File: config.mk
export PLATFORM = sky130hd
export DESIGN_NAME = mem_port_arbiter
export DESIGN_NICKNAME = d
export VERILOG_FILES = /design/src/rtl/mem_port_arbiter.sv
export SDC_FILE = /design/constraint.sdc
export NUM_CORES = 1
export LEC_CHECK = 0
export BUFFER_PORTS_ARGS = -buffer_cell sky130_fd_sc_hd__buf_2
export CAP_MARGIN = 20
export CORE_AREA = 5 5 280 282
export CTS_BUF_LIST = sky130_fd_sc_hd__clkbuf_4
export DETAILED_ROUTE_END_ITERATION = 16
export DIE_AREA = 0 0 285 287
export GPL_TIMING_DRIVEN = 0
export HOLD_SLACK_MARGIN = 0.15
export SYNTH_ARGS = -nofsm -noshare
export SYNTH_HDL_FRONTEND = slang
export SYNTH_SLANG_ARGS = --single-unit
File: constraint.sdc
create_clock -name iClk -period 1.99 [get_ports iClk]
set_input_delay 0.199 -clock iClk [delete_from_list [all_inputs] [get_ports iClk]]
set_output_delay 0.199 -clock iClk [all_outputs]
set_load 0.1 [all_outputs]
File: src/rtl/mem_port_arbiter.sv
// mem_port_arbiter: shares the single memory bridge port between IFU and LSU, one request in flight.
// Optional macro MEM_ARB_RR_EN replaces fixed LSU priority on ties with a round-robin last-grant pointer.
`default_nettype none

module mem_port_arbiter #(
  parameter int ADDR_W  = 64,
  parameter int DATA_W  = 64,
  parameter int MEM_LAT = 1
) (
  input  logic              iClk,
  input  logic              iResetN,
  input  logic              iIfuReqValid,
  output logic              oIfuReqReady,
  input  logic [ADDR_W-1:0] iIfuAddr,
  output logic              oIfuRspValid,
  output logic [DATA_W-1:0] oIfuRspData,
  input  logic              iLsuReqValid,
  output logic              oLsuReqReady,
  input  logic              iLsuWrEn,
  input  logic [ADDR_W-1:0] iLsuAddr,
  input  logic [DATA_W-1:0] iLsuWrData,
  input  logic [7:0]        iLsuWrLen,
  output logic              oLsuRspValid,
  output logic [DATA_W-1:0] oLsuRspData,
  output logic [ADDR_W-1:0] oMemRdAddrInst,
  output logic [ADDR_W-1:0] oMemRdAddrLoad,
  input  logic [DATA_W-1:0] iMemRdDataInst,
  input  logic [DATA_W-1:0] iMemRdDataLoad,
  output logic              oMemWrEn,
  output logic [ADDR_W-1:0] oMemWrAddr,
  output logic [DATA_W-1:0] oMemWrData,
  output logic [7:0]        oMemWrLen
);

  typedef enum logic [1:0] {
    IDLE = 2'd0,
    BUSY = 2'd1,
    RESP = 2'd2
  } state_t;

  localparam logic [3:0] LAT_INIT = 4'(MEM_LAT - 1);

  state_t            state, state_nxt;
  logic [3:0]        cnt, cnt_nxt;
  logic              owner_lsu;
  logic              cap_wren;
  logic [DATA_W-1:0] rsp_data;
  logic [ADDR_W-1:0] rd_addr_inst;
  logic [ADDR_W-1:0] rd_addr_load;
  logic              wr_en;
  logic [ADDR_W-1:0] wr_addr;
  logic [DATA_W-1:0] wr_data;
  logic [7:0]        wr_len;
  logic              grant_ifu;
  logic              grant_lsu;
  logic              accept;
  logic              rsp_fire;

`ifdef MEM_ARB_RR_EN
  logic last_lsu;

  // On a tie the requester not granted last wins; a lone requester always wins.
  always_comb begin
    grant_ifu = 1'b0;
    grant_lsu = 1'b0;
    if (state == IDLE) begin
      if (iIfuReqValid && iLsuReqValid) begin
        grant_ifu = last_lsu;
        grant_lsu = ~last_lsu;
      end else begin
        grant_ifu = iIfuReqValid;
        grant_lsu = iLsuReqValid;
      end
    end
  end

  always_ff @(posedge iClk or negedge iResetN) begin
    if (!iResetN) begin
      last_lsu <= 1'b1;
    end else if (accept) begin
      last_lsu <= grant_lsu;
    end
  end
`else
  always_comb begin
    grant_ifu = 1'b0;
    grant_lsu = 1'b0;
    if (state == IDLE) begin
      grant_lsu = iLsuReqValid;
      grant_ifu = iIfuReqValid & ~iLsuReqValid;
    end
  end
`endif

  assign accept = grant_ifu | grant_lsu;

  always_comb begin
    state_nxt = state;
    cnt_nxt   = cnt;
    case (state)
      IDLE: begin
        if (accept) begin
          state_nxt = BUSY;
          cnt_nxt   = LAT_INIT;
        end
      end
      BUSY: begin
        if (cnt == 4'd0) begin
          state_nxt = RESP;
        end else begin
          cnt_nxt = cnt - 4'd1;
        end
      end
      RESP:    state_nxt = IDLE;
      default: state_nxt = IDLE;
    endcase
  end

  always_ff @(posedge iClk or negedge iResetN) begin
    if (!iResetN) begin
      state <= IDLE;
      cnt   <= 4'd0;
    end else begin
      state <= state_nxt;
      cnt   <= cnt_nxt;
    end
  end

  // Bridge-facing registers double as the request capture, so addresses hold after BUSY.
  always_ff @(posedge iClk or negedge iResetN) begin
    if (!iResetN) begin
      owner_lsu    <= 1'b0;
      cap_wren     <= 1'b0;
      rd_addr_inst <= '0;
      rd_addr_load <= '0;
      wr_en        <= 1'b0;
      wr_addr      <= '0;
      wr_data      <= '0;
      wr_len       <= 8'd0;
      rsp_data     <= '0;
    end else begin
      wr_en <= 1'b0;
      if (accept) begin
        owner_lsu <= grant_lsu;
        cap_wren  <= grant_lsu & iLsuWrEn;
        if (grant_ifu) begin
          rd_addr_inst <= iIfuAddr;
        end else if (!iLsuWrEn) begin
          rd_addr_load <= iLsuAddr;
        end else begin
          wr_en   <= 1'b1;
          wr_addr <= iLsuAddr;
          wr_data <= iLsuWrData;
          wr_len  <= iLsuWrLen;
        end
      end
      if (state == BUSY && cnt == 4'd0) begin
        if (!owner_lsu) begin
          rsp_data <= iMemRdDataInst;
        end else if (cap_wren) begin
          rsp_data <= '0;
        end else begin
          rsp_data <= iMemRdDataLoad;
        end
      end
    end
  end

  // Readiness is masked while reset is held so nothing looks accepted during reset.
  assign oIfuReqReady = grant_ifu & iResetN;
  assign oLsuReqReady = grant_lsu & iResetN;

  assign rsp_fire     = (state == RESP);
  assign oIfuRspValid = rsp_fire & ~owner_lsu;
  assign oLsuRspValid = rsp_fire & owner_lsu;
  assign oIfuRspData  = oIfuRspValid ? rsp_data : '0;
  assign oLsuRspData  = oLsuRspValid ? rsp_data : '0;

  assign oMemRdAddrInst = rd_addr_inst;
  assign oMemRdAddrLoad = rd_addr_load;
  assign oMemWrEn       = wr_en;
  assign oMemWrAddr     = wr_addr;
  assign oMemWrData     = wr_data;
  assign oMemWrLen      = wr_len;

endmodule

`default_nettype wire

==> flow_metrics.env, run 1 <==
export IMPL_clock_root_buffer="clkbuf_4"
export IMPL_ctsResizeCount=602
export IMPL_hpwl_mm=42.1
export IMPL_async_reset_ff_share_pct=100
export IMPL_port_buffers=729
export IMPL_dp_cells=2669
export IMPL_cts_setup_buffers=11
export IMPL_yosysWarnings=0
export IMPL_haltStage="4_1_cts"
export IMPL_ys_types=30
export IMPL_netlist_instances=960
export IMPL_synth_xor_area_share_pct=0
export IMPL_synthSimpleGateAreaFrac_pct=6.45
export IMPL_gp_congestion=0.986
export IMPL_run_status="stopped before the end"
export IMPL_yosys_area_share_adder_pct=0.0867
export IMPL_syn_nets=1294
export IMPL_synth_compound_area_share_pct=4.53
export IMPL_hold_buffers=573
export IMPL_cts_buffers=97
export IMPL_die_w_um=285
export IMPL_synth_edf_count=0
export IMPL_dieHeight_um=287
export IMPL_muxShareOfSynthArea_pct=26.9
export IMPL_ys_flop_type="dfrtp_1"
export IMPL_synthTopCellsByArea="dfrtp_1 (58%), mux2_2 (22%), and2_1 (5.6%)"
export IMPL_row_count=101
export IMPL_yosys_register_bits=337
export IMPL_syn_area_sq_um=14400
export IMPL_synth_most_common_cell="dfrtp_1"
export IMPL_error_line="[ERROR RSZ-0060] Max buffer count reached."
export IMPL_clock_path_buffers=3
export IMPL_syn_avg_cell_area_sq_um=15.0
export IMPL_post_synth_top_area_fraction_pct=58.4
export IMPL_synth_top_family_by_area="multiplexers"
export IMPL_ioPinCount=730
export IMPL_yosysTopAreaCell="dfrtp_1"
export IMPL_cts_htree_levels=3
export IMPL_synthTopCellsByCount="dfrtp_1 (337), mux2_2 (279), and2_1 (129), a22o_1 (64), mux2_4 (49)"
export IMPL_yosysSeqAreaShare_pct=58.4
export IMPL_initial_core_util_pct=19.1
export IMPL_clock_sinks=337
## kinds of logic after synthesis
group                    Yosys count
buffers and inverters             70
multiplexers                     328
AO/OA/AOI/OAI                     77
AND/OR/NAND/NOR                  147
flip-flops                       337
adder cells (fa/ha/maj)            1
## metrics by stage
stage          setup TNS, ps  setup slack [ps]  cell area, sq um  util, %
2_1_floorplan           -240              -240             14600        -
3_3_place_gp        -2007630             -5630             19500     25.8
3_5_place_dp         -140320              -852             19500     25.9
==> run 2: changes to the inputs <==
--- a/config.mk
+++ b/config.mk
@@ -7,12 +7,11 @@
 export LEC_CHECK = 0
 export BUFFER_PORTS_ARGS = -buffer_cell sky130_fd_sc_hd__buf_2
 export CAP_MARGIN = 20
-export CORE_AREA = 5 5 280 282
-export CTS_BUF_LIST = sky130_fd_sc_hd__clkbuf_4
+export CORE_AREA = 5 5 277 279
 export DETAILED_ROUTE_END_ITERATION = 16
-export DIE_AREA = 0 0 285 287
+export DIE_AREA = 0 0 282 284
 export GPL_TIMING_DRIVEN = 0
-export HOLD_SLACK_MARGIN = 0.15
+export PLACE_DENSITY_LB_ADDON = 0.15
 export SYNTH_ARGS = -nofsm -noshare
 export SYNTH_HDL_FRONTEND = slang
 export SYNTH_SLANG_ARGS = --single-unit
==> run 2 against run 1 <==
Area after synthesis did not move. The flow now finishes, with violations (setup timing). Synthesized cell count did not move.
==> flow_metrics.env, run 2 <==
export IMPL_crit_start="state[1]"
export IMPL_grt_pass1_vias=13700
export IMPL_drt_first_pass_iters=5
export IMPL_path_depth=7
export IMPL_drc=0
export IMPL_fmax_mhz=428
export IMPL_ioPinCount=730
export IMPL_hpwl_mm=45.5
export IMPL_skew_ps=10.8
export IMPL_grt_pass1_wl_mm=88.3
export IMPL_grt_max_degree=108
export IMPL_die_w_um=282
export IMPL_yosysTopAreaCell="dfrtp_1"
export IMPL_critPathMaxFanout=3
export IMPL_synth_most_common_cell="dfrtp_1"
export IMPL_cts_buffers=44
export IMPL_wl_per_cell_um=20.0
export IMPL_path_common_cell="buf_12"
export IMPL_synthTopCellsByCount="dfrtp_1 (337), mux2_2 (279), and2_1 (129), a22o_1 (64), mux2_4 (49)"
export IMPL_clock_sinks=337
export IMPL_layout_common_cells="buf_2 (598), dfrtp_1 (335), mux2_2 (279)"
export IMPL_critPathSlowestCell="dfrtp_1"
export IMPL_cts_clk_slew_worst_paths_ps=50
export IMPL_syn_area_sq_um=14400
export IMPL_rsz0062_at_grt="yes"
export IMPL_clock_root_buffer="clkbuf_16"
export IMPL_drt_iter0_drc=293
export IMPL_gp_congestion=0.776
export IMPL_worst_pin_slew_ps=671
export IMPL_violations="setup timing"
export IMPL_worstSetupStartpointType="flip-flop"
export IMPL_syn_nets=1294
export IMPL_dieArea_sq_um=80100
export IMPL_row_count=100
export IMPL_area_delta_synth_final_pct=84.9
export IMPL_maxSlewHeadroom_pct=55.3
export IMPL_num_fill_cells=7209
export IMPL_crit_path_end="oIfuReqReady"
export IMPL_regToRegSetupSlack_ps=-50
export IMPL_period_share_pct=117
export IMPL_yosysWarnings=0
export IMPL_synth_edf_count=0
export IMPL_instances_no_fill=3052
export IMPL_layout_min_cycle_time_ps=2340
export IMPL_dp_cells=2661
export IMPL_initial_core_util_pct=19.5
export IMPL_drv_cap=0
export IMPL_netlist_instances=960
export IMPL_viasPerCell=4.00
export IMPL_cp_end_kind="output port"
export IMPL_gr_total_overflow=0
export IMPL_r2r_end="oMemRdAddrInst[21]"
export IMPL_critical_path_arrival_ps=2140
export IMPL_post_synth_top_area_fraction_pct=58.4
export IMPL_yosysSeqAreaShare_pct=58.4
export IMPL_setup_viol=170
export IMPL_timing_final_ws_setup_ps=-346
export IMPL_required_ps=1790
export IMPL_path_class="flip-flop to output port"
export IMPL_ys_flop_type="dfrtp_1"
export IMPL_cts_htree_levels=2
export IMPL_wl_mm=61.1
export IMPL_slew_viol_final=0
export IMPL_ys_types=30
export IMPL_dieHeight_um=284
export IMPL_r2r_cells=7
export IMPL_final_util_pct=36.1
export IMPL_ant_nets=0
export IMPL_tritoncts="yes"
export IMPL_grt_antenna_before_repair=7
export IMPL_hold_viol_final=0
export IMPL_layout_commonest_cell="buf_2"
export IMPL_grt_use_total_pct=14.4
export IMPL_async_reset_ff_share_pct=100
export IMPL_nets=2384
export IMPL_cpPeakStageDelay_ps=380
export IMPL_port_buffers=729
export IMPL_syn_avg_cell_area_sq_um=15.0
export IMPL_yosys_register_bits=337
export IMPL_setup_tns_ps=-26380
export IMPL_run_status="finished, violations left"
export IMPL_vias=12200
export IMPL_synthTopCellsByArea="dfrtp_1 (58%), mux2_2 (22%), and2_1 (5.6%)"
export IMPL_core_region_area_sq_um=73900
export IMPL_critPathBufInv=4
export IMPL_crit_chain="buf_6, or3b_4, nor2_4, buf_12, buf_12, and2_4, buf_12"
export IMPL_drive_above_1_share_pct=65.1
export IMPL_hold_path_class="primary input to flip-flop"
export IMPL_insertion_delay_ps=570
export IMPL_clock_path_buffers=3
export IMPL_timing_rr_start="state[1]"
export IMPL_crit_family="simple AND/OR/NAND/NOR gates"
## run 2: cell counts after synthesis
No cell type changed its count.
## run 2: layout make-up
cell class	instances	area, sq um	area share (%)
Sequential cell	337	8440	31.6
Clock buffer	64	1290	4.82
Clock inverter	13	145	0.544
Timing Repair Buffer	1045	9060	33.9
Buffer	64	781	2.92
Multi-Input combinational cell	553	5750	21.5
Antenna cell	2	5.00	0.0187
Inverter	5	18.8	0.0703
Tap cell	969	1210	4.54
## run 2: stage by stage
| step | hold slack (ps) | setup WS [ps] | instance area (sq um) |
|---|---|---|---|
| 6_report | 36.6 | -346 | 26700 |
| 5_1_grt | 10.5 | -459 | 26700 |
| 2_1_floorplan | -96.6 | -240 | 14600 |
| 3_5_place_dp | 110 | -732 | 19500 |
| 3_3_place_gp | 431 | -6360 | 19400 |
| 4_1_cts | -120 | -490 | 26600 |
## run 2: worst min path at each step
stage	slack [ps]	end	from	depth (start not counted)
floorplan	-100	cap_wren	iResetN	0
global placement	430	oMemWrData[61]	iLsuWrData[61]	2
detailed placement	110	oMemRdAddrLoad[22]	iResetN	1
CTS	-120	oMemRdAddrLoad[10]	iResetN	5
global route	10	rsp_data[42]	iMemRdDataLoad[42]	3
finish	40	rsp_data[19]	iMemRdDataLoad[19]	3
## run 2: worst register-to-register path, delay by kind of cell, from the launching register on
family / cells / cell delay (ps)
flip-flops: 1 / 380
buffers and inverters: 4 / 670
AND/OR/NAND/NOR: 2 / 550
multiplexers: 1 / 310
## run 2: routing by layer
metal | track usage [%] | up-vias | wire, um
met2 | 26.5 | 458 | 32000
met4 | 4.71 | 6 | 2090
met1 | 15.9 | 6042 | 22500
met5 | 0 | - | 33
met3 | 4.30 | 109 | 4480
li1 | - | 5593 | -
## run 2: what timing repair did
item / CTS / global route
hold buffers: 282 / 1
cloned: 11 / 1
pin swaps: 50 / 5
setup buffers: 16 / 4
hold endpoints to repair: 396 / 47
setup endpoints to repair: 369 / 340
gates resized for setup: 667 / 31
## run 2: cell families after synthesis
family | synth area share [%]
flops | 58.4
mux | 26.9
simple gates | 6.45
compound gates | 4.53
buf+inv | 3.67
fa+ha+maj | 0.0866
Power of run 2 is left out: the tool's default activity adds up to more than one toggle a clock period on the data nets, which glitch-free logic cannot reach.
